`config.mk`:
```
export PLATFORM = sky130hd
export DESIGN_NAME = wb_hdmi_pattern_gen
export DESIGN_NICKNAME = d
export VERILOG_FILES = /design/src/rtl/wb_hdmi_pattern_gen.sv
export SDC_FILE = /design/constraint.sdc
export NUM_CORES = 1
export LEC_CHECK = 0
export CAP_MARGIN = 20
export CELL_PAD_IN_SITES_DETAIL_PLACEMENT = 1
export CELL_PAD_IN_SITES_GLOBAL_PLACEMENT = 1
export CORE_UTILIZATION = 44
export DETAILED_ROUTE_END_ITERATION = 10
export PLACE_DENSITY_LB_ADDON = 0.1
export SLEW_MARGIN = 20
export SYNTH_ARGS = -nofsm -noshare
export SYNTH_HDL_FRONTEND = slang
export SYNTH_SLANG_ARGS = --single-unit
export TNS_END_PERCENT = 1
```
`constraint.sdc`:
```
create_clock -name clk -period 3.4 [get_ports clk]
set_input_delay 1.02 -clock clk [delete_from_list [all_inputs] [get_ports clk]]
set_output_delay 1.02 -clock clk [all_outputs]
set_load 0.02 [all_outputs]
```
`src/rtl/wb_hdmi_pattern_gen.sv`:
```
// Wishbone-controlled video timing generator with colour bar, solid, gradient
// and grid test patterns. Timing advances on pix_ce; register writes reach the
// pixel path only at the start of a frame.
module wb_hdmi_pattern_gen #(
    parameter int unsigned H_ACTIVE = 640,
    parameter int unsigned H_FP     = 16,
    parameter int unsigned H_SYNC   = 96,
    parameter int unsigned H_BP     = 48,
    parameter int unsigned V_ACTIVE = 480,
    parameter int unsigned V_FP     = 10,
    parameter int unsigned V_SYNC   = 2,
    parameter int unsigned V_BP     = 33,
    parameter bit          HS_POL   = 1'b0,
    parameter bit          VS_POL   = 1'b0,
    parameter int unsigned DW       = 8
) (
    input  logic          clk,
    input  logic          rst,
    input  logic [7:0]    wb_adr_i,
    input  logic [7:0]    wb_dat_i,
    output logic [7:0]    wb_dat_o,
    input  logic          wb_cyc_i,
    input  logic          wb_stb_i,
    input  logic          wb_we_i,
    output logic          wb_ack_o,
    input  logic          pix_ce,
    output logic [DW-1:0] red,
    output logic [DW-1:0] green,
    output logic [DW-1:0] blue,
    output logic          hsync,
    output logic          vsync,
    output logic          de,
    output logic          frame_start
);

    localparam int unsigned H_TOTAL  = H_ACTIVE + H_FP + H_SYNC + H_BP;
    localparam int unsigned V_TOTAL  = V_ACTIVE + V_FP + V_SYNC + V_BP;
    localparam int unsigned XW       = (H_TOTAL > 1) ? $clog2(H_TOTAL) : 1;
    localparam int unsigned YW       = (V_TOTAL > 1) ? $clog2(V_TOTAL) : 1;
    localparam int unsigned HS_START = H_ACTIVE + H_FP;
    localparam int unsigned HS_END   = HS_START + H_SYNC;
    localparam int unsigned VS_START = V_ACTIVE + V_FP;
    localparam int unsigned VS_END   = VS_START + V_SYNC;
    localparam int unsigned BAR_W    = H_ACTIVE / 8;
    localparam int unsigned LSH      = DW - 8;

    localparam logic [7:0] ADR_CTRL   = 8'h10;
    localparam logic [7:0] ADR_RED    = 8'h11;
    localparam logic [7:0] ADR_GREEN  = 8'h12;
    localparam logic [7:0] ADR_BLUE   = 8'h13;
    localparam logic [7:0] ADR_STATUS = 8'h14;
    localparam logic [7:0] ADR_FCNT   = 8'h15;

    // Timing counters
    logic [XW-1:0] x_q, x_d;
    logic [YW-1:0] y_q, y_d;

    // Host-visible registers and their frame-start shadows
    logic [2:0] ctrl_q, ctrl_d, sh_ctrl_q, sh_ctrl_d;
    logic [7:0] sol_r_q, sol_r_d, sh_r_q, sh_r_d;
    logic [7:0] sol_g_q, sol_g_d, sh_g_q, sh_g_d;
    logic [7:0] sol_b_q, sol_b_d, sh_b_q, sh_b_d;
    logic [7:0] frame_cnt_q, frame_cnt_d;
    logic       frame_done_q, frame_done_d;

    // Bus response
    logic       ack_q, ack_d;
    logic [7:0] dat_q, dat_d;

    // Registered video outputs
    logic [DW-1:0] red_q, red_d, green_q, green_d, blue_q, blue_d;
    logic          hsync_q, hsync_d, vsync_q, vsync_d, de_q, de_d;
    logic          frame_start_q, frame_start_d;

    // Combinational helpers
    logic          fs_c, de_raw_c, hs_raw_c, vs_raw_c, vblank_c, grid_c;
    logic [2:0]    eff_ctrl_c;
    logic [7:0]    eff_r_c, eff_g_c, eff_b_c;
    logic [2:0]    bar_c;
    logic [DW-1:0] pix_r_c, pix_g_c, pix_b_c;
    logic          wb_req_c, status_clr_c;

    // Pixel counters advance on pix_ce and wrap at the frame totals
    always_comb begin
        x_d = x_q;
        y_d = y_q;
        if (pix_ce) begin
            if (32'(x_q) == H_TOTAL - 1) begin
                x_d = '0;
                if (32'(y_q) == V_TOTAL - 1) y_d = '0;
                else                         y_d = y_q + YW'(1);
            end else begin
                x_d = x_q + XW'(1);
            end
        end
    end

    // Raw timing decode and the settings that apply to the current pixel
    always_comb begin
        fs_c       = pix_ce && (x_q == '0) && (y_q == '0);
        de_raw_c   = (32'(x_q) < H_ACTIVE) && (32'(y_q) < V_ACTIVE);
        hs_raw_c   = (32'(x_q) >= HS_START) && (32'(x_q) < HS_END);
        vs_raw_c   = (32'(y_q) >= VS_START) && (32'(y_q) < VS_END);
        vblank_c   = 32'(y_q) >= V_ACTIVE;
        eff_ctrl_c = fs_c ? ctrl_q  : sh_ctrl_q;
        eff_r_c    = fs_c ? sol_r_q : sh_r_q;
        eff_g_c    = fs_c ? sol_g_q : sh_g_q;
        eff_b_c    = fs_c ? sol_b_q : sh_b_q;
        sh_ctrl_d  = fs_c ? ctrl_q  : sh_ctrl_q;
        sh_r_d     = fs_c ? sol_r_q : sh_r_q;
        sh_g_d     = fs_c ? sol_g_q : sh_g_q;
        sh_b_d     = fs_c ? sol_b_q : sh_b_q;
    end

    // Pattern generation for the current counter position
    always_comb begin
        pix_r_c = '0;
        pix_g_c = '0;
        pix_b_c = '0;
        bar_c   = 3'd0;
        grid_c  = 1'b0;
        for (int unsigned i = 1; i < 8; i++) begin
            if (32'(x_q) >= i * BAR_W) bar_c = 3'(i);
        end
        if (32'(x_q) >= 8 * BAR_W) bar_c = 3'd7;
        grid_c = (5'(x_q) == 5'd0) || (5'(y_q) == 5'd0) ||
                 (32'(x_q) == H_ACTIVE - 1) || (32'(y_q) == V_ACTIVE - 1);
        case (eff_ctrl_c[2:1])
            2'd0: begin
                pix_r_c = bar_c[1] ? '0 : '1;
                pix_g_c = bar_c[2] ? '0 : '1;
                pix_b_c = bar_c[0] ? '0 : '1;
            end
            2'd1: begin
                pix_r_c = DW'(eff_r_c) << LSH;
                pix_g_c = DW'(eff_g_c) << LSH;
                pix_b_c = DW'(eff_b_c) << LSH;
            end
            2'd2: begin
                pix_r_c = DW'(8'(x_q)) << LSH;
                pix_g_c = DW'(8'(x_q)) << LSH;
                pix_b_c = DW'(8'(x_q)) << LSH;
            end
            default: begin
                pix_r_c = grid_c ? '1 : '0;
                pix_g_c = grid_c ? '1 : '0;
                pix_b_c = grid_c ? '1 : '0;
            end
        endcase
        if (!de_raw_c || !eff_ctrl_c[0]) begin
            pix_r_c = '0;
            pix_g_c = '0;
            pix_b_c = '0;
        end
    end

    // Output stage: one pix_ce of latency, held while pix_ce is low
    always_comb begin
        red_d         = red_q;
        green_d       = green_q;
        blue_d        = blue_q;
        hsync_d       = hsync_q;
        vsync_d       = vsync_q;
        de_d          = de_q;
        frame_start_d = fs_c;
        if (pix_ce) begin
            red_d   = pix_r_c;
            green_d = pix_g_c;
            blue_d  = pix_b_c;
            hsync_d = hs_raw_c ? HS_POL : ~HS_POL;
            vsync_d = vs_raw_c ? VS_POL : ~VS_POL;
            de_d    = de_raw_c;
        end
    end

    // Wishbone slave: single-cycle registered ack, register file and status
    always_comb begin
        wb_req_c     = wb_cyc_i && wb_stb_i && !ack_q;
        ack_d        = wb_req_c;
        dat_d        = 8'h00;
        ctrl_d       = ctrl_q;
        sol_r_d      = sol_r_q;
        sol_g_d      = sol_g_q;
        sol_b_d      = sol_b_q;
        status_clr_c = 1'b0;
        if (wb_req_c && wb_we_i) begin
            case (wb_adr_i)
                ADR_CTRL:   ctrl_d       = wb_dat_i[2:0];
                ADR_RED:    sol_r_d      = wb_dat_i;
                ADR_GREEN:  sol_g_d      = wb_dat_i;
                ADR_BLUE:   sol_b_d      = wb_dat_i;
                ADR_STATUS: status_clr_c = wb_dat_i[1];
                default:    ;
            endcase
        end
        if (wb_req_c && !wb_we_i) begin
            case (wb_adr_i)
                ADR_CTRL:   dat_d = {5'd0, ctrl_q};
                ADR_RED:    dat_d = sol_r_q;
                ADR_GREEN:  dat_d = sol_g_q;
                ADR_BLUE:   dat_d = sol_b_q;
                ADR_STATUS: dat_d = {6'd0, frame_done_q, vblank_c};
                ADR_FCNT:   dat_d = frame_cnt_q;
                default:    dat_d = 8'h00;
            endcase
        end
        frame_cnt_d  = frame_cnt_q + 8'(fs_c);
        frame_done_d = fs_c ? 1'b1 : (status_clr_c ? 1'b0 : frame_done_q);
    end

    // State registers with synchronous reset
    always_ff @(posedge clk) begin
        if (rst) begin
            x_q           <= '0;
            y_q           <= '0;
            ctrl_q        <= 3'b001;
            sh_ctrl_q     <= 3'b001;
            sol_r_q       <= 8'h00;
            sol_g_q       <= 8'h00;
            sol_b_q       <= 8'h00;
            sh_r_q        <= 8'h00;
            sh_g_q        <= 8'h00;
            sh_b_q        <= 8'h00;
            frame_cnt_q   <= 8'h00;
            frame_done_q  <= 1'b0;
            ack_q         <= 1'b0;
            dat_q         <= 8'h00;
            red_q         <= '0;
            green_q       <= '0;
            blue_q        <= '0;
            hsync_q       <= ~HS_POL;
            vsync_q       <= ~VS_POL;
            de_q          <= 1'b0;
            frame_start_q <= 1'b0;
        end else begin
            x_q           <= x_d;
            y_q           <= y_d;
            ctrl_q        <= ctrl_d;
            sh_ctrl_q     <= sh_ctrl_d;
            sol_r_q       <= sol_r_d;
            sol_g_q       <= sol_g_d;
            sol_b_q       <= sol_b_d;
            sh_r_q        <= sh_r_d;
            sh_g_q        <= sh_g_d;
            sh_b_q        <= sh_b_d;
            frame_cnt_q   <= frame_cnt_d;
            frame_done_q  <= frame_done_d;
            ack_q         <= ack_d;
            dat_q         <= dat_d;
            red_q         <= red_d;
            green_q       <= green_d;
            blue_q        <= blue_d;
            hsync_q       <= hsync_d;
            vsync_q       <= vsync_d;
            de_q          <= de_d;
            frame_start_q <= frame_start_d;
        end
    end

    assign wb_ack_o    = ack_q;
    assign wb_dat_o    = dat_q;
    assign red         = red_q;
    assign green       = green_q;
    assign blue        = blue_q;
    assign hsync       = hsync_q;
    assign vsync       = vsync_q;
    assign de          = de_q;
    assign frame_start = frame_start_q;

endmodule

```
==> out/results.txt, run 1 <==
status: completed
final net count: 694
predominant post-synthesis flop cell: dfxtp_1
Port Buffers: 58
Tot GR Track Use: 26.5%
pwr dens: 497 nW/um2
Post-synth ARST share: 0%
overflow left after global routing: 0
Reg2Reg Setup Slack: 0.72 ns
ant diodes: 0
Synth cell types: 62
Syn Inst Count: 597
crit end category: flop
CP Max Fanout: 8
most frequent cell after synthesis: dfxtp_1
register area: 2400 um2
Final Power: 3.47 mW
GP Congestion: 0.803
Multi-input gate area: 2950 um2
Synth top area share: 43.2%
Via density: 5.63
Die ar.: 13100 um2
WP buf/inv: 2
Net Count, Synth: 626
Leak Pwr: 2.71 nW
flops & latches, synth: 120
Die X: 114 um
Slew HR: 57.6%
Placement Rows: 40
cts bufs inserted: 17
Clock Tree Root: clkbuf_16
Crit path max-delay family: simple AND/OR/NAND/NOR gates
antenna violations before repair: 0
core box area: 12200 um2
num ports: 59
Final Util: 57.3%
share of layout cells above drive strength 1: 15.7%
Post-synth EDFFs: 0
Max Cap Violations: 0
Cell Area, Synth: 5560 um2
routed len/inst: 19.1 um
drc violations: 0
Area contributors post-synth: dfxtp_1 43%, mux2i_1 6.3%, nor2_1 5.0%, mux2_2 4.3%, a221oi_1 3.3%
Max Transition Viols Final: 0
# hold bufs at CTS: 0
CTS tree: yes
post_cts resized: 0
worst path required time: 3.67 ns
RSZ-0062 raised after global routing: no
Synth top cells by count: 120 x dfxtp_1, 74 x nor2_1, 49 x nand2_1, 36 x a21oi_1, 35 x mux2i_1
Die H: 114 um
starting DRC count in detailed routing: 229
Peak VDD IR: 0.296 mV
# H-tree levels: 4
Avg Cell Area, Syn: 9.31 um2
Max Freq: 0.319 GHz
worst hold path type: reg -> reg
Clock Skew: 0.00640 ns
Final period util: 92.3%
final hold vios: 0
clk sink count: 120
Slew @ Worst Pin: 0.637 ns
sequential element share of the synthesized area: 43.2%
Arr. time, crit path: 3.41 ns
largest incremental delay on the critical path: 0.53 ns
CTS max path bufs: 2
Reg clk slew, reported paths: 0.05 ns
# setup viols final: 0
crit path cell chain: clkdlybuf4s50_1 > nor4b_1 > nand4_1 > o21ai_2 > nand2_1 > buf_4 > o311ai_2 > a221oi_1
Setup CP Type: in -> reg
Post-CTS Setup Repair Bufs: 0
Worst path slowest cell: clkdlybuf4s50_1
largest area contributor in the netlist: dfxtp_1
initial core utilization: 45.7%
Fillers: 1390
first-pass GRT wire length: 26200 um
DR vias: 4758
Final min period: 3.14 ns
final WL: 16200 um
startpoint types: input pin
1st-pass router iterations: 4
Routed Antenna Nets: 0
hpwl dp: 11400 um
synth warn: 0
Worst-Skew Late Latency: 0.42 ns
area grow syn2layout: 25.5%
number of global-route vias before repair: 4907
largest net degree at the start of global routing: 60
per-stage QoR:
stage          worst slack (ns)  area, um2  hold slack (ns)  std cells  TNS, ns
6_report                  0.263       6970            0.460        845        0
3_5_place_dp             -0.281       6410            0.453        814    -2.85
4_1_cts                   0.144       6960            0.461        845        0
2_1_floorplan             0.670       5560            0.443        597        0
3_3_place_gp             -0.131       6410            0.444        814   -0.638
5_1_grt                  0.0642       6970            0.491        845        0
path summary, 6_finish.rpt:
path                       start                   to  cells past startpoint
max                       pix_ce  red[7]$_SDFFE_PP0P_                      8
min          wb_ack_o$_SDFF_PP0_  wb_ack_o$_SDFF_PP0_                      1
max reg2reg  x_q[0]$_SDFFE_PP0P_  red[7]$_SDFFE_PP0P_                      9
min reg2reg  wb_ack_o$_SDFF_PP0_  wb_ack_o$_SDFF_PP0_                      1
power breakdown:
group	switching, mW	internal [mW]	leakage (nW)	total, mW
Sequential	0.0307	1.45	0.974	1.48
Clock	0.631	1.02	0.268	1.65
Combinational	0.179	0.162	1.47	0.341
Total	0.841	2.63	2.71	3.47
cell usage in the layout (no fill, tap or decap), types with 3 or more instances in the layout:
cell type        Yosys  layout
mux4_2               3       3
buf_4                2      26
a21oi_1             36      36
o311ai_1             5       3
nor4_1               7       7
nand2b_1             3       3
clkbuf_16            0      17
nand3_1             26      26
mux2i_1             35      35
nand2_1             49      49
and2_1               3       3
a221oi_1            21      21
ha_1                 7       7
nor3_1               9       9
buf_12               0       3
mux2_2              21      21
o311ai_2             3       5
o21a_1               7       7
nor2_1              74      74
nor2b_1             22      22
dfxtp_1            120     120
and3_1               4       4
clkdlybuf4s50_1      0      57
a22o_1               6       6
nand3b_1             4       4
xnor2_1             13      13
nor4b_1              3       3
o21ai_0             11      11
clkinv_2             0       4
inv_1                9       9
nand4_1              6       6
clkbuf_8             0       5
a22oi_1              6       6
a221oi_2             3       3
xor2_1              12      12
kinds of logic (layout without fill, tap and decap cells):
| family | after synthesis | count (layout) | synth area share, % |
|---|---|---|---|
| fa+ha+maj | 7 | 7 | 1.58 |
| mux | 61 | 61 | 12.3 |
| flops | 120 | 120 | 43.2 |
| xor+xnor | 25 | 25 | 3.94 |
| compound gates | 111 | 111 | 14.7 |
| buf+inv | 48 | 128 | 4.03 |
| simple gates | 225 | 225 | 20.2 |
final cells by class:
type	instances	area share [%]
well taps	168	3.01
repair buffers	87	11.9
flip-flops and latches	120	34.5
multi-input cells	429	42.3
clock inverters	7	0.628
clock buffers	24	7.20
inverters	10	0.538
registers in the layout, summed over array words and instances (netlist names), 3 cells and up:
| signal | flops |
|---|---|
| y_q | 10 |
| sol_g_q | 8 |
| ctrl_q | 3 |
| sol_r_q | 8 |
| frame_cnt_q | 8 |
| wb_dat_o | 8 |
| sh_b_q | 8 |
| sol_b_q | 8 |
| sh_ctrl_q | 3 |
| blue | 8 |
| sh_r_q | 8 |
| green | 8 |
| sh_g_q | 8 |
| x_q | 10 |
| red | 8 |
layer usage:
metal  share of wire (%)  wire length (um)  vias up  GRT usage (%)
met3                 3.8               615       24           5.40
met1                  47              7570     2343           34.4
li1                    -                 -     2276              -
met2                  47              7580      115           42.4
met5                   0                 0        -              0
met4                 2.6               413        0           12.2
(Power assumes the default switching activity.)
==> run 2, diff against run 1 <==
--- a/config.mk
+++ b/config.mk
@@ -5,10 +5,12 @@
 export SDC_FILE = /design/constraint.sdc
 export NUM_CORES = 1
 export LEC_CHECK = 0
+export ABC_AREA = 1
 export CAP_MARGIN = 20
 export CELL_PAD_IN_SITES_DETAIL_PLACEMENT = 1
 export CELL_PAD_IN_SITES_GLOBAL_PLACEMENT = 1
-export CORE_UTILIZATION = 44
+export CORE_MARGIN = 3
+export CORE_UTILIZATION = 41
 export DETAILED_ROUTE_END_ITERATION = 10
 export PLACE_DENSITY_LB_ADDON = 0.1
 export SLEW_MARGIN = 20
==> out/results.txt, run 2 <==
Die ar.: 15100 um2
# setup viols final: 0
starting DRC count in detailed routing: 269
Top Registers: x_q (10), y_q (10)
Port Buffers: 58
Final min period: 2.84 ns
num ports: 59
final hold vios: 0
antenna violations before repair: 0
Setup CP Type: in -> reg
post_cts resized: 0
first-pass GRT wire length: 26800 um
crit end category: flop
register area: 2400 um2
Clock Skew: 0.0118 ns
flops & latches, synth: 120
Final Power: 3.58 mW
Net Count, Synth: 829
final hold slack: 0.462 ns
final WL: 16500 um
Final Util: 51.9%
worst path required time: 3.69 ns
number of global-route vias before repair: 5418
DR vias: 5342
Reg clk slew, reported paths: 0.06 ns
Arr. time, crit path: 3.13 ns
Leak Pwr: 2.71 nW
top sig layer: met4
GP Congestion: 0.863
final net count: 884
Multi-input gate area: 2650 um2
# placed instances: 1012
Die H: 123 um
most frequent cell after synthesis: nand2_1
CP endpoint: frame_cnt_q[6]$_SDFF_PP0_
FF-to-FF path depth: 13
Area contributors post-synth: dfxtp_1 43%, nand2_1 12%, inv_1 7.1%, nor2_1 6.2%, a21oi_1 6.1%
commonest non-fill, non-tap cell in the layout: nand2_1
RSZ-0062 raised after global routing: no
met2 WL post-DR: 7840 um
Tot GR Track Use: 22.6%
overflow left after global routing: 0
Max Transition Viols Final: 0
Syn Inst Count: 800
Worst-Skew Late Latency: 0.43 ns
sequential element share of the synthesized area: 42.8%
Synth top cells by count: 176 x nand2_1, 120 x dfxtp_1, 106 x inv_1, 93 x nor2_1, 68 x a21oi_1
# hold bufs at CTS: 0
core box area: 13300 um2
cts bufs inserted: 17
Synth top area share: 42.8%
1st-pass router iterations: 4
Slew @ Worst Pin: 0.511 ns
routed len/inst: 15.8 um
Final period util: 83.5%
CP startpoint: pix_ce
Slew HR: 66.0%
clk sink count: 120
status: completed
met3 WL post-DR: 540 um
pwr dens: 519 nW/um2
Peak VDD IR: 0.287 mV
Reg2Reg Launch Point: y_q[0]$_SDFFE_PP0P_
CTS max path bufs: 2
Max Cap Violations: 0
Cell Area, Synth: 5620 um2
startpoint types: input pin
share of layout cells above drive strength 1: 8.41%
Via density: 5.12
Synth cell types: 39
Post-CTS Setup Repair Bufs: 0
Final Instance Count excl. Fillers: 1044
largest area contributor in the netlist: dfxtp_1
Routed Antenna Nets: 0
worst hold path type: reg -> reg
HP Start: red[7]$_SDFFE_PP0P_
area grow syn2layout: 22.8%
# H-tree levels: 4
most frequent cells in the layout: 176 x nand2_1, 120 x dfxtp_1, 106 x inv_1
Clock Tree Root: clkbuf_16
Die X: 123 um
CTS tree: yes
CP Max Fanout: 4
synth warn: 0
initial core utilization: 42.3%
Reg2Reg Setup Slack: 0.97 ns
Post-synth EDFFs: 0
drc violations: 0
Fillers: 1715
Avg Cell Area, Syn: 7.02 um2
Post-synth ARST share: 0%
Met1 Wirelength: 7850 um
largest net degree at the start of global routing: 52
worst r2r dst: frame_cnt_q[6]$_SDFF_PP0_
hpwl dp: 12300 um
Max Freq: 0.352 GHz
Placement Rows: 42
ant diodes: 0
TNS Setup: 0 ns
predominant post-synthesis flop cell: dfxtp_1
-- run 2: changes by cell type after synthesis, sizes merged, moves of 8 or more --
| cell | delta |
|---|---|
| o21ai | +59 |
| a21oi | +31 |
| nor2 | +29 |
| nor2b | -22 |
| xnor2 | -13 |
| o311ai | -8 |
| mux2i | -36 |
| a221oi | -24 |
| nand3 | +21 |
| inv | +99 |
| mux2 | -22 |
| nand2 | +139 |
-- run 2: cell type report --
class                      count  share of cell area (%)
clock buffer                  18                    6.36
inverter                     108                    5.87
clock inverter                14                    2.16
tap                          176                    3.19
sequential                   120                    34.8
timing repair buffer          66                    9.21
multi-input combinational    542                    38.4
-- run 2: kinds of logic after synthesis --
kind of cell / Yosys count / share of synthesized area [%]
adders and majority gates: 7 / 1.56
and+or+nand+nor: 370 / 29.6
xor gates and xnor gates: 5 / 0.779
DFF: 120 / 42.8
buffers and inverters: 138 / 10.1
AOI/OAI and AO/OA: 160 / 15.2
-- run 2: power by group --
group          switching [mW]  leakage (nW)  internal (mW)
Clock                   0.686         0.291           1.10
Sequential             0.0235         0.976           1.45
Combinational           0.196          1.45          0.125
-- run 2: how the worst min path moves through the flow --
stage / end / slack (ns) / depth (start not counted)
floorplan: sol_r_q[3]$_SDFFE_PP0P_ / 0.44 / 2
global placement: blue[1]$_SDFFE_PP0P_ / 0.45 / 2
detailed placement: red[7]$_SDFFE_PP0P_ / 0.46 / 2
CTS: red[7]$_SDFFE_PP0P_ / 0.47 / 2
global route: blue[2]$_SDFFE_PP0P_ / 0.49 / 2
finish: red[7]$_SDFFE_PP0P_ / 0.46 / 2
-- run 2: through the flow --
stage	cell area [um2]	setup slack (ns)
global route	6900	0.417
detailed placement	6310	0.182
CTS	6900	0.574
global placement	6310	0.278
floorplan	5620	0.816
finish	6900	0.562
-- run 2: routing by layer --
| layer | vias to the layer above | GRT usage (%) |
|---|---|---|
| li1 | 2686 | - |
| met1 | 2532 | 29.3 |
| met2 | 102 | 37.0 |
| met3 | 22 | 5.12 |
| met4 | 0 | 8.30 |
| met5 | - | 0 |
-- run 2: critical path, stage by stage --
cell and delay [ns]:
clkdlybuf4s50_1 0.49, nand3_1 0.16, nor2_4 0.19, nand3_4 0.12, inv_1 0.14, ha_1 0.21
ha_1 0.18, nand2_1 0.08, nor2_1 0.14, inv_1 0.08, nor4_1 0.24, nor3_1 0.08
